==> config.mk <==
export PLATFORM = sky130hd
export DESIGN_NAME = robot_nav_flat
export DESIGN_NICKNAME = d
export VERILOG_FILES = /design/src/rtl/robot_nav_pkg.sv /design/src/rtl/robot_nav_if.sv /design/src/rtl/robot_nav_sensor_debounce.sv /design/src/rtl/robot_nav.sv /design/src/flat_wrapper.sv
export SDC_FILE = /design/constraint.sdc
export NUM_CORES = 1
export LEC_CHECK = 0
export BUFFER_PORTS_ARGS = -buffer_cell sky130_fd_sc_hd__buf_4
export CELL_PAD_IN_SITES_DETAIL_PLACEMENT = 0
export CELL_PAD_IN_SITES_GLOBAL_PLACEMENT = 1
export CORE_MARGIN = 2
export CORE_UTILIZATION = 41
export DETAILED_ROUTE_END_ITERATION = 8
export GPL_TIMING_DRIVEN = 0
export PLACE_DENSITY_LB_ADDON = 0.3
export RECOVER_POWER = 25
export SLEW_MARGIN = 40
export SYNTH_ARGS = -nofsm -noshare
export SYNTH_HDL_FRONTEND = slang
export SYNTH_SLANG_ARGS = --single-unit
export TNS_END_PERCENT = 30
==> constraint.sdc <==
create_clock -name clk -period 4.2 [get_ports clk]
set_input_delay 0.21 -clock clk [delete_from_list [all_inputs] [get_ports clk]]
set_output_delay 0.21 -clock clk [all_outputs]
set_load 0.05 [all_outputs]
==> src/rtl/robot_nav_pkg.sv <==
// Shared state encodings and counter-width helper for the robot navigation controller.
package robot_pkg;

  typedef enum logic [2:0] {
    NO_ENTRY = 3'd0,
    FOLLOW   = 3'd1,
    TURN_R   = 3'd2,
    TURN_L   = 3'd3,
    UTURN    = 3'd4
  } nav_state_e;

  // Bits needed to hold values 0..max_val, never less than one.
  function automatic int unsigned cnt_width(input int unsigned max_val);
    return (max_val == 0) ? 1 : $clog2(max_val + 1);
  endfunction

endpackage

==> src/rtl/robot_nav_if.sv <==
// Sensor inputs and motion/debug outputs of the robot navigation controller.
interface robot_nav_if;
  logic       front_sensor;
  logic       left_sensor;
  logic       front;
  logic       turn;
  logic       turn_left;
  logic       stuck;
  logic [2:0] state_o;

  modport master (
    output front_sensor, left_sensor,
    input  front, turn, turn_left, stuck, state_o
  );

  modport slave (
    input  front_sensor, left_sensor,
    output front, turn, turn_left, stuck, state_o
  );
endinterface

==> src/rtl/robot_nav_sensor_debounce.sv <==
// Single-sensor debouncer: filtered follows raw after DEBOUNCE_CYCLES consecutive differing samples.
module sensor_debounce
  import robot_pkg::*;
#(
  parameter int unsigned DEBOUNCE_CYCLES = 2
) (
  input  logic clk,
  input  logic reset,
  input  logic raw,
  output logic filtered
);

  localparam int unsigned CntW = cnt_width(DEBOUNCE_CYCLES);
  localparam logic [CntW-1:0] CntMax = CntW'(DEBOUNCE_CYCLES);

  logic [CntW-1:0] cnt_q, cnt_d, cnt_inc;
  logic            filt_q, filt_d;

  assign cnt_inc = cnt_q + CntW'(1);

  always_comb begin
    cnt_d  = '0;
    filt_d = filt_q;
    if (raw != filt_q) begin
      // Counter returns to zero on the same edge the filtered value flips.
      if (cnt_inc == CntMax) begin
        filt_d = raw;
      end else begin
        cnt_d = cnt_inc;
      end
    end
  end

  always_ff @(posedge clk) begin
    if (reset) begin
      cnt_q  <= '0;
      filt_q <= 1'b0;
    end else begin
      cnt_q  <= cnt_d;
      filt_q <= filt_d;
    end
  end

  assign filtered = filt_q;

endmodule

==> src/rtl/robot_nav.sv <==
// Wall-following navigation FSM with debounced sensors and timed turns.
// Optional U-turn escape after repeated blocked right turns: ROBOT_NAV_STUCK_DETECT_EN.
module robot_nav
  import robot_pkg::*;
#(
  parameter int unsigned DEBOUNCE_CYCLES = 2,
  parameter int unsigned TURN_CYCLES     = 4,
  parameter int unsigned STUCK_LIMIT     = 3
) (
  input logic        clk,
  input logic        reset,
  robot_nav_if.slave nav
);

  localparam int unsigned TurnW = cnt_width(2 * TURN_CYCLES);
  localparam logic [TurnW-1:0] TurnLast = TurnW'(TURN_CYCLES - 1);

  logic f, l;

  sensor_debounce #(.DEBOUNCE_CYCLES(DEBOUNCE_CYCLES)) u_front_db (
    .clk      (clk),
    .reset    (reset),
    .raw      (nav.front_sensor),
    .filtered (f)
  );

  sensor_debounce #(.DEBOUNCE_CYCLES(DEBOUNCE_CYCLES)) u_left_db (
    .clk      (clk),
    .reset    (reset),
    .raw      (nav.left_sensor),
    .filtered (l)
  );

  nav_state_e       state_q, state_d;
  logic [TurnW-1:0] tcnt_q, tcnt_d;
  logic             restart;

`ifdef ROBOT_NAV_STUCK_DETECT_EN
  localparam int unsigned StuckW = cnt_width(STUCK_LIMIT);
  localparam logic [StuckW-1:0] StuckMax = StuckW'(STUCK_LIMIT);
  localparam logic [TurnW-1:0] UturnLast = TurnW'(2 * TURN_CYCLES - 1);

  logic [StuckW-1:0] stuck_q, stuck_d, stuck_inc;

  assign stuck_inc = (stuck_q == StuckMax) ? stuck_q : stuck_q + StuckW'(1);
`endif

  always_comb begin
    state_d = state_q;
    restart = 1'b0;
    unique case (state_q)
      NO_ENTRY: begin
        if (f) begin
          state_d = TURN_R;
        end else if (l) begin
          state_d = FOLLOW;
        end
      end
      FOLLOW: begin
        if (f) begin
          state_d = TURN_R;
        end else if (!l) begin
          state_d = TURN_L;
        end
      end
      TURN_R: begin
        if (tcnt_q == TurnLast) begin
          if (f) begin
`ifdef ROBOT_NAV_STUCK_DETECT_EN
            if (stuck_inc == StuckMax) begin
              state_d = UTURN;
            end else begin
              restart = 1'b1;
            end
`else
            restart = 1'b1;
`endif
          end else if (l) begin
            state_d = FOLLOW;
          end else begin
            state_d = NO_ENTRY;
          end
        end
      end
      TURN_L: begin
        if (tcnt_q == TurnLast) begin
          state_d = NO_ENTRY;
        end
      end
`ifdef ROBOT_NAV_STUCK_DETECT_EN
      UTURN: begin
        if (tcnt_q == UturnLast) begin
          state_d = NO_ENTRY;
        end
      end
`endif
      default: state_d = NO_ENTRY;
    endcase
  end

  // The turn timer only runs inside turning states and restarts on every entry.
  always_comb begin
    tcnt_d = '0;
    if ((state_d == state_q) && !restart &&
        (state_q == TURN_R || state_q == TURN_L || state_q == UTURN)) begin
      tcnt_d = tcnt_q + TurnW'(1);
    end
  end

`ifdef ROBOT_NAV_STUCK_DETECT_EN
  always_comb begin
    stuck_d = stuck_q;
    if (state_d == NO_ENTRY || state_d == FOLLOW) begin
      stuck_d = '0;
    end else if (state_q == TURN_R && (restart || state_d == UTURN)) begin
      stuck_d = stuck_inc;
    end
  end

  always_ff @(posedge clk) begin
    if (reset) begin
      stuck_q <= '0;
    end else begin
      stuck_q <= stuck_d;
    end
  end
`endif

  always_ff @(posedge clk) begin
    if (reset) begin
      state_q <= NO_ENTRY;
      tcnt_q  <= '0;
    end else begin
      state_q <= state_d;
      tcnt_q  <= tcnt_d;
    end
  end

  always_comb begin
    nav.front     = 1'b0;
    nav.turn      = 1'b0;
    nav.turn_left = 1'b0;
    unique case (state_q)
      NO_ENTRY, FOLLOW: nav.front     = 1'b1;
      TURN_R, UTURN:    nav.turn      = 1'b1;
      TURN_L:           nav.turn_left = 1'b1;
      default:          nav.front     = 1'b1;
    endcase
  end

`ifdef ROBOT_NAV_STUCK_DETECT_EN
  assign nav.stuck = (state_q == UTURN);
`else
  assign nav.stuck = 1'b0;
`endif

  assign nav.state_o = state_q;

endmodule

==> src/flat_wrapper.sv <==
// flat-port wrapper written by rule: the top's interface ports become plain ports
module robot_nav_flat import robot_pkg::*;
#(
  parameter int unsigned DEBOUNCE_CYCLES = 2,
  parameter int unsigned TURN_CYCLES     = 4,
  parameter int unsigned STUCK_LIMIT     = 3
)
  (clk, reset, nav_front_sensor, nav_left_sensor, nav_front, nav_turn, nav_turn_left, nav_stuck, nav_state_o);
  robot_nav_if nav_i ();
  input logic clk;
  input logic reset;
  input wire logic [$bits(nav_i.front_sensor)-1:0] nav_front_sensor;
  input wire logic [$bits(nav_i.left_sensor)-1:0] nav_left_sensor;
  output wire logic [$bits(nav_i.front)-1:0] nav_front;
  output wire logic [$bits(nav_i.turn)-1:0] nav_turn;
  output wire logic [$bits(nav_i.turn_left)-1:0] nav_turn_left;
  output wire logic [$bits(nav_i.stuck)-1:0] nav_stuck;
  output wire logic [$bits(nav_i.state_o)-1:0] nav_state_o;
  assign nav_i.front_sensor = nav_front_sensor;
  assign nav_i.left_sensor = nav_left_sensor;
  assign nav_front = nav_i.front;
  assign nav_turn = nav_i.turn;
  assign nav_turn_left = nav_i.turn_left;
  assign nav_stuck = nav_i.stuck;
  assign nav_state_o = nav_i.state_o;
  robot_nav #(.DEBOUNCE_CYCLES(DEBOUNCE_CYCLES), .TURN_CYCLES(TURN_CYCLES), .STUCK_LIMIT(STUCK_LIMIT)) u_core (.clk(clk), .reset(reset), .nav(nav_i));
endmodule
Yosys cells after proc, flatten, opt, wreduce, memory -nomap -nowiden
Cells that the tools add are included.
- flip-flop bits (word level): 13
- input bits: 4
- output and inout bits: 7
- logic and storage cells: 50
- add/subtract/negate cells: 3
- eq/ne operators: 10
- mux-type cells: 15
- bitwise operators: 3
- reductions and logical operators: 13
- operators with widths (cell ; number):
    two-way mux 3 bit ; 7
    case mux 3 bit (4 select lines) ; 1
    OR reduction 3 bit ; 3
    two-way mux 1 bit ; 7
    == test 3 x 2 -> 1 bit (second input constant) ; 2
    adder 2 x 1 -> 2 bit (second input constant) ; 2
    adder 4 x 1 -> 4 bit (second input constant) ; 1
    == test 2 bit (second input constant) ; 2
    == test 4 x 2 -> 1 bit (second input constant) ; 1
    AND reduction 2 bit ; 2
    OR reduction 2 bit ; 2
    == test 3 x 1 -> 1 bit (second input constant) ; 1
    == test 3 bit ; 1
    == test 3 bit (second input constant) ; 1
    logical NOT 3 bit ; 1
    NOT 1 bit ; 3
    logical AND 1 bit ; 2
    logical OR 1 bit ; 2
    != test 1 bit ; 2
    logical NOT 1 bit ; 1

Logic depth before layout (Yosys ltp)
- depth after elaboration: 9
- gate-level depth with buffers: 4
- depth with buffers taken out: 4

Modules after synthesis
Synthesis repeated with hierarchy kept, for this count alone.
- cells, all modules: 56
- area, all modules: 560.5 µm²
- modules (own cells, without submodules) (module ; instances ; cells each ; area each (µm²) ; seq. area each (µm²)):
    robot_nav ; 1 ; 36 ; 337.8 ; 140.1
    sensor_debounce ; 2 ; 10 ; 111.4 ; 60.1

Worst setup path before layout
OpenSTA, ideal clock, no wires.
- kind: reg2out
- start: register u_core.state_q[1] (netlist: u_core.nav.state_o[1])
- end: output nav_turn
- arrival time: 1.654 ns
- data required time: 3.990 ns
- slack: 2.336 ns
- stages on the path, launching flop included: 3
- buffers on the path: 0
- path through: dfxtp_1 nand2b_1 a21oi_1
- longest elaborated chain between the ends: 3
- elaborated cells on any way between the ends: 4
- classes of those cells: eq/ne: 2; mux: 1; reduce/logical: 1
- ends and longest elaborated chain (what ; line ; source):
    start, declared ; robot_nav.sv:34 ; nav_state_e state_q, state_d;
    start signal, assigned ; robot_nav.sv:134 ; state_q <= state_d;
    == test 3 bit / == test 3 x 2 -> 1 bit (equally long branches) ; robot_nav.sv:143 ; unique case (state_q)
    OR reduction 2 bit * ; robot_nav.sv:143 ;
    two-way mux 1 bit * ; robot_nav.sv:143 ;
    end, declared ; flat_wrapper.sv:15 ; output wire logic [$bits(nav_i.turn)-1:0] nav_turn;
Every way passes the cells marked *; elsewhere a longest branch is shown, timed or not.

Worst setup path in the final report
- start: register u_core.state_q[1] (netlist: u_core.nav.state_o[1])
- end: output nav_front
- longest elaborated chain between the ends: 3
- elaborated cells on any way between the ends: 5
- classes of those cells: eq/ne: 3; mux: 1; reduce/logical: 1
- ends and longest elaborated chain (what ; line ; source):
    == test 3 bit / == test 3 x 2 -> 1 bit (equally long branches) ; robot_nav.sv:143 ;
    OR reduction 3 bit (no source line) * ; - ;
    two-way mux 1 bit * ; robot_nav.sv:143 ;
    end, declared ; flat_wrapper.sv:14 ; output wire logic [$bits(nav_i.front)-1:0] nav_front;
Marks and branches as above.

==> key figures <==
Die
  • Placement Rows: 13
  • Die Ht: 40.9 um
  • Core area: 0.00128 mm2
  • Die ar.: 0.00167 mm2
  • Width of the die: 40.9 um
  • I/O pin count: 11
  • Initial Util: 43.3%

Logic synthesis
  • Synth top area cells: dfxtp_1, nor2_1, ha_1
  • Flops & latches, synth: 13
  • Leading area contributor after synthesis: dfxtp_1
  • Async SR Flop Fraction: 0%
  • Synth cell types: 24
  • Post-synth top area share: 46.7%
  • Mapped Cells: 58
  • Synth Area per Inst: around 9.6 um2
  • Top cells by count, synth: dfxtp_1, nor2_1
  • Count leader, synth: dfxtp_1
  • Synthesized cell area: 557 um2
  • Sequential share of the synthesized area: 46.7%
  • Synth warnings: 0
  • Main flop type after synthesis: dfxtp_1
  • Number of synthesized flops with an enable pin: 0

Global route
  • Met1 usage: 17.5%
  • Vias in the first global route: 369
  • Grt ovf: 0
  • Total track usage: 13.5%
  • Initial antenna violation count: 0
  • Global-route wire length before repair: 1.45 mm
  • GR met3 Demand/Resource: 4.89%
  • Grt met2 use: 19.1%
  • Largest net degree at the start of global routing: 10
  • GR peak layer: met2

Routing
  • Vias: 417
  • # DRC: 0
  • DRT Pass-1 Iters: 3
  • Iter 0 DRT Violations: 1
  • Via/cell ratio: about 4.8
  • Wire length per cell: 10.0 um
  • Antenna Nets Post-Route: 0
  • WL final: about 870 um

Worst hold path
  • Worst min-delay path class: in -> reg
  • Hold Path Cell Cnt: 2

Placed design
  • Placed cells: 83
  • Port buffer count: 9
  • DP HPWL: 655 um
  • Placer Congestion: 0.690

Timing
  • Final Max Slew Viols: 0
  • Setup violators final: 0
  • Sum Neg Setup Slack: 0 ns
  • Worst Hold Slack: around 0.14 ns
  • Clock Skews: 0.00224 ns
  • Unrepaired setup endpoints after global routing: false
  • Fin. Hold Viols: 0
  • Part of the cycle the worst path needs: 34.3%
  • Fmax: 694 MHz
  • Period minus WS final: 1.44 ns

Worst setup path
  • CP bufs+invs: 1
  • Crit Path Category: reg -> out
  • Worst EP required: 3.99 ns
  • WP data arrival: around 1.2 ns
  • Critical Path End Type: primary output
  • Max stage delay cell, worst path: dfxtp_1
  • Instance count on the critical path: 3
  • Crit path launch type: flop
  • CP top delay family: flip-flops
  • Worst Path Max Fanout: 9
  • Critical path's largest stage delay: 0.50 ns
  • CP Cell Sequence: nand2b_1 -> o21a_1 -> buf_4
  • Critical R2R Launch: u_core.tcnt_q[0]$_SDFF_PP0_
  • Critical Path Source: u_core.nav.state_o[1]$_SDFF_PP0_
  • Reg2Reg Setup Slack: 2.78 ns
  • R2R depth: 4
  • RR Endpoint: u_core.nav.state_o[1]$_SDFF_PP0_
  • Crit path capture: nav_front

Power and ir drop
  • Psw: 0.0629 mW
  • Combinational cell fraction of total power: 14.2%
  • Part of the power in the clock network: 30.9%
  • Worst VDD drop: about 0.00015 V
  • Leak: 0.282 nW
  • Sequential share of power: 54.9%
  • Pint: between 0.15 and 0.2 mW
  • Power density over the cells: roughly 360 mW/mm2
  • Sw Ratio: between 20 and 30%

Clocking
  • CTS tree: built
  • H-tree Lvls: 1
  • CTS Root Cell: clkbuf_4
  • Hold buffer count at cts: 0
  • Clock latency on the worst-skew pair: 0.27 ns
  • Worst-path clk slew: 0.07 ns
  • Post-CTS Setup Bufs: 0
  • Clock sinks: 13
  • Clock buffer depth: 2
  • CTS Buf Count: 3
  • # resized after CTS: 0

Final layout
  • Antenna Cells: 0
  • Fillers: 133
  • # nets final: 80
  • Non-Filler Instances: between 80 and 90
  • Synthesis-to-finish area growth: 20.9%
  • Final Core Density: 52.4%
  • Layout cell share with drive strength beyond 1: 20.8%

Job
  • Max-cap violations: 0

Run status
  • Status: finished clean
-- metrics by stage --
step	instance area (um2)	power, mW	setup WS (ns)
floorplan	561	0.161	2.34
global placement	647	0.171	2.80
detailed placement	647	0.172	2.78
CTS	673	0.249	2.74
global route	673	0.257	2.61
finish	673	0.243	2.76
-- registers in the layout (all words and copies together) (netlist names) --
register and flops:
u_core.nav.state_o 3, u_core.tcnt_q 4, u_core.u_front_db.cnt_q 2, u_core.u_front_db.filtered 1, u_core.u_left_db.cnt_q 2, u_core.u_left_db.filtered 1
-- worst min path at each step --
stage / slack (ns) / endpoint / startpoint
3_3_place_gp: 0.41 / u_core.u_left_db.cnt_q[0]$_SDFF_PP0_ / u_core.u_left_db.cnt_q[0]$_SDFF_PP0_
4_1_cts: 0.13 / u_core.u_front_db.filtered$_SDFFE_PP0P_ / reset
2_1_floorplan: 0.28 / u_core.u_front_db.filtered$_SDFFE_PP0P_ / reset
5_1_grt: 0.14 / u_core.u_left_db.filtered$_SDFFE_PP0P_ / reset
6_report: 0.14 / u_core.u_front_db.filtered$_SDFFE_PP0P_ / reset
3_5_place_dp: 0.42 / u_core.u_front_db.cnt_q[0]$_SDFF_PP0_ / u_core.u_front_db.cnt_q[0]$_SDFF_PP0_
-- kinds of logic after synthesis --
group	synth area share, %
compound gates	7.19
xor+xnor	6.29
fa+ha+maj	6.74
buf+inv	3.37
flops	46.7
mux	5.39
other cells	0.674
simple gates	23.6
-- power by group through the flow --
stage	clock [mW]	sequential, mW	combinational (mW)
finish	0.0750	0.133	0.0345
global route	0.0839	0.134	0.0383
CTS	0.0803	0.134	0.0352
detailed placement	0	0.136	0.0351
global placement	0	0.136	0.0343
floorplan	0	0.139	0.0228
-- layout by cell type, fill, tap and decap left out, drive strengths merged --
master,n
or3b,1
xor2,1
a21boi,1
nand2b,2
nor2,12
clkbuf,4
nor3b,1
inv,3
or3,2
nor4b,1
a221oi,1
buf,10
nor2b,1
o21a,1
conb,2
ha,3
nand2,1
mux2i,3
nor3,1
o21ai,1
a21oi,1
dfxtp,13
xnor2,3
nand3,2
and3b,1
-- cell type report --
class,count,area [um2],share of cell area [%]
tap,15,18.8,2.79
sequential,13,260,38.7
multi-input combinational,42,282,41.8
timing repair buffer,9,67.6,10.0
buffer,1,7.51,1.12
inverter,3,11.3,1.67
clock buffer,4,26.3,3.90
-- per-layer routing --
metal	vias up	part of all wire (%)
met3	2	5.6
met1	184	54
met5	-	0
li1	220	-
met2	11	39
met4	0	1.1
Note: power is estimated with default switching activity, not from simulation.
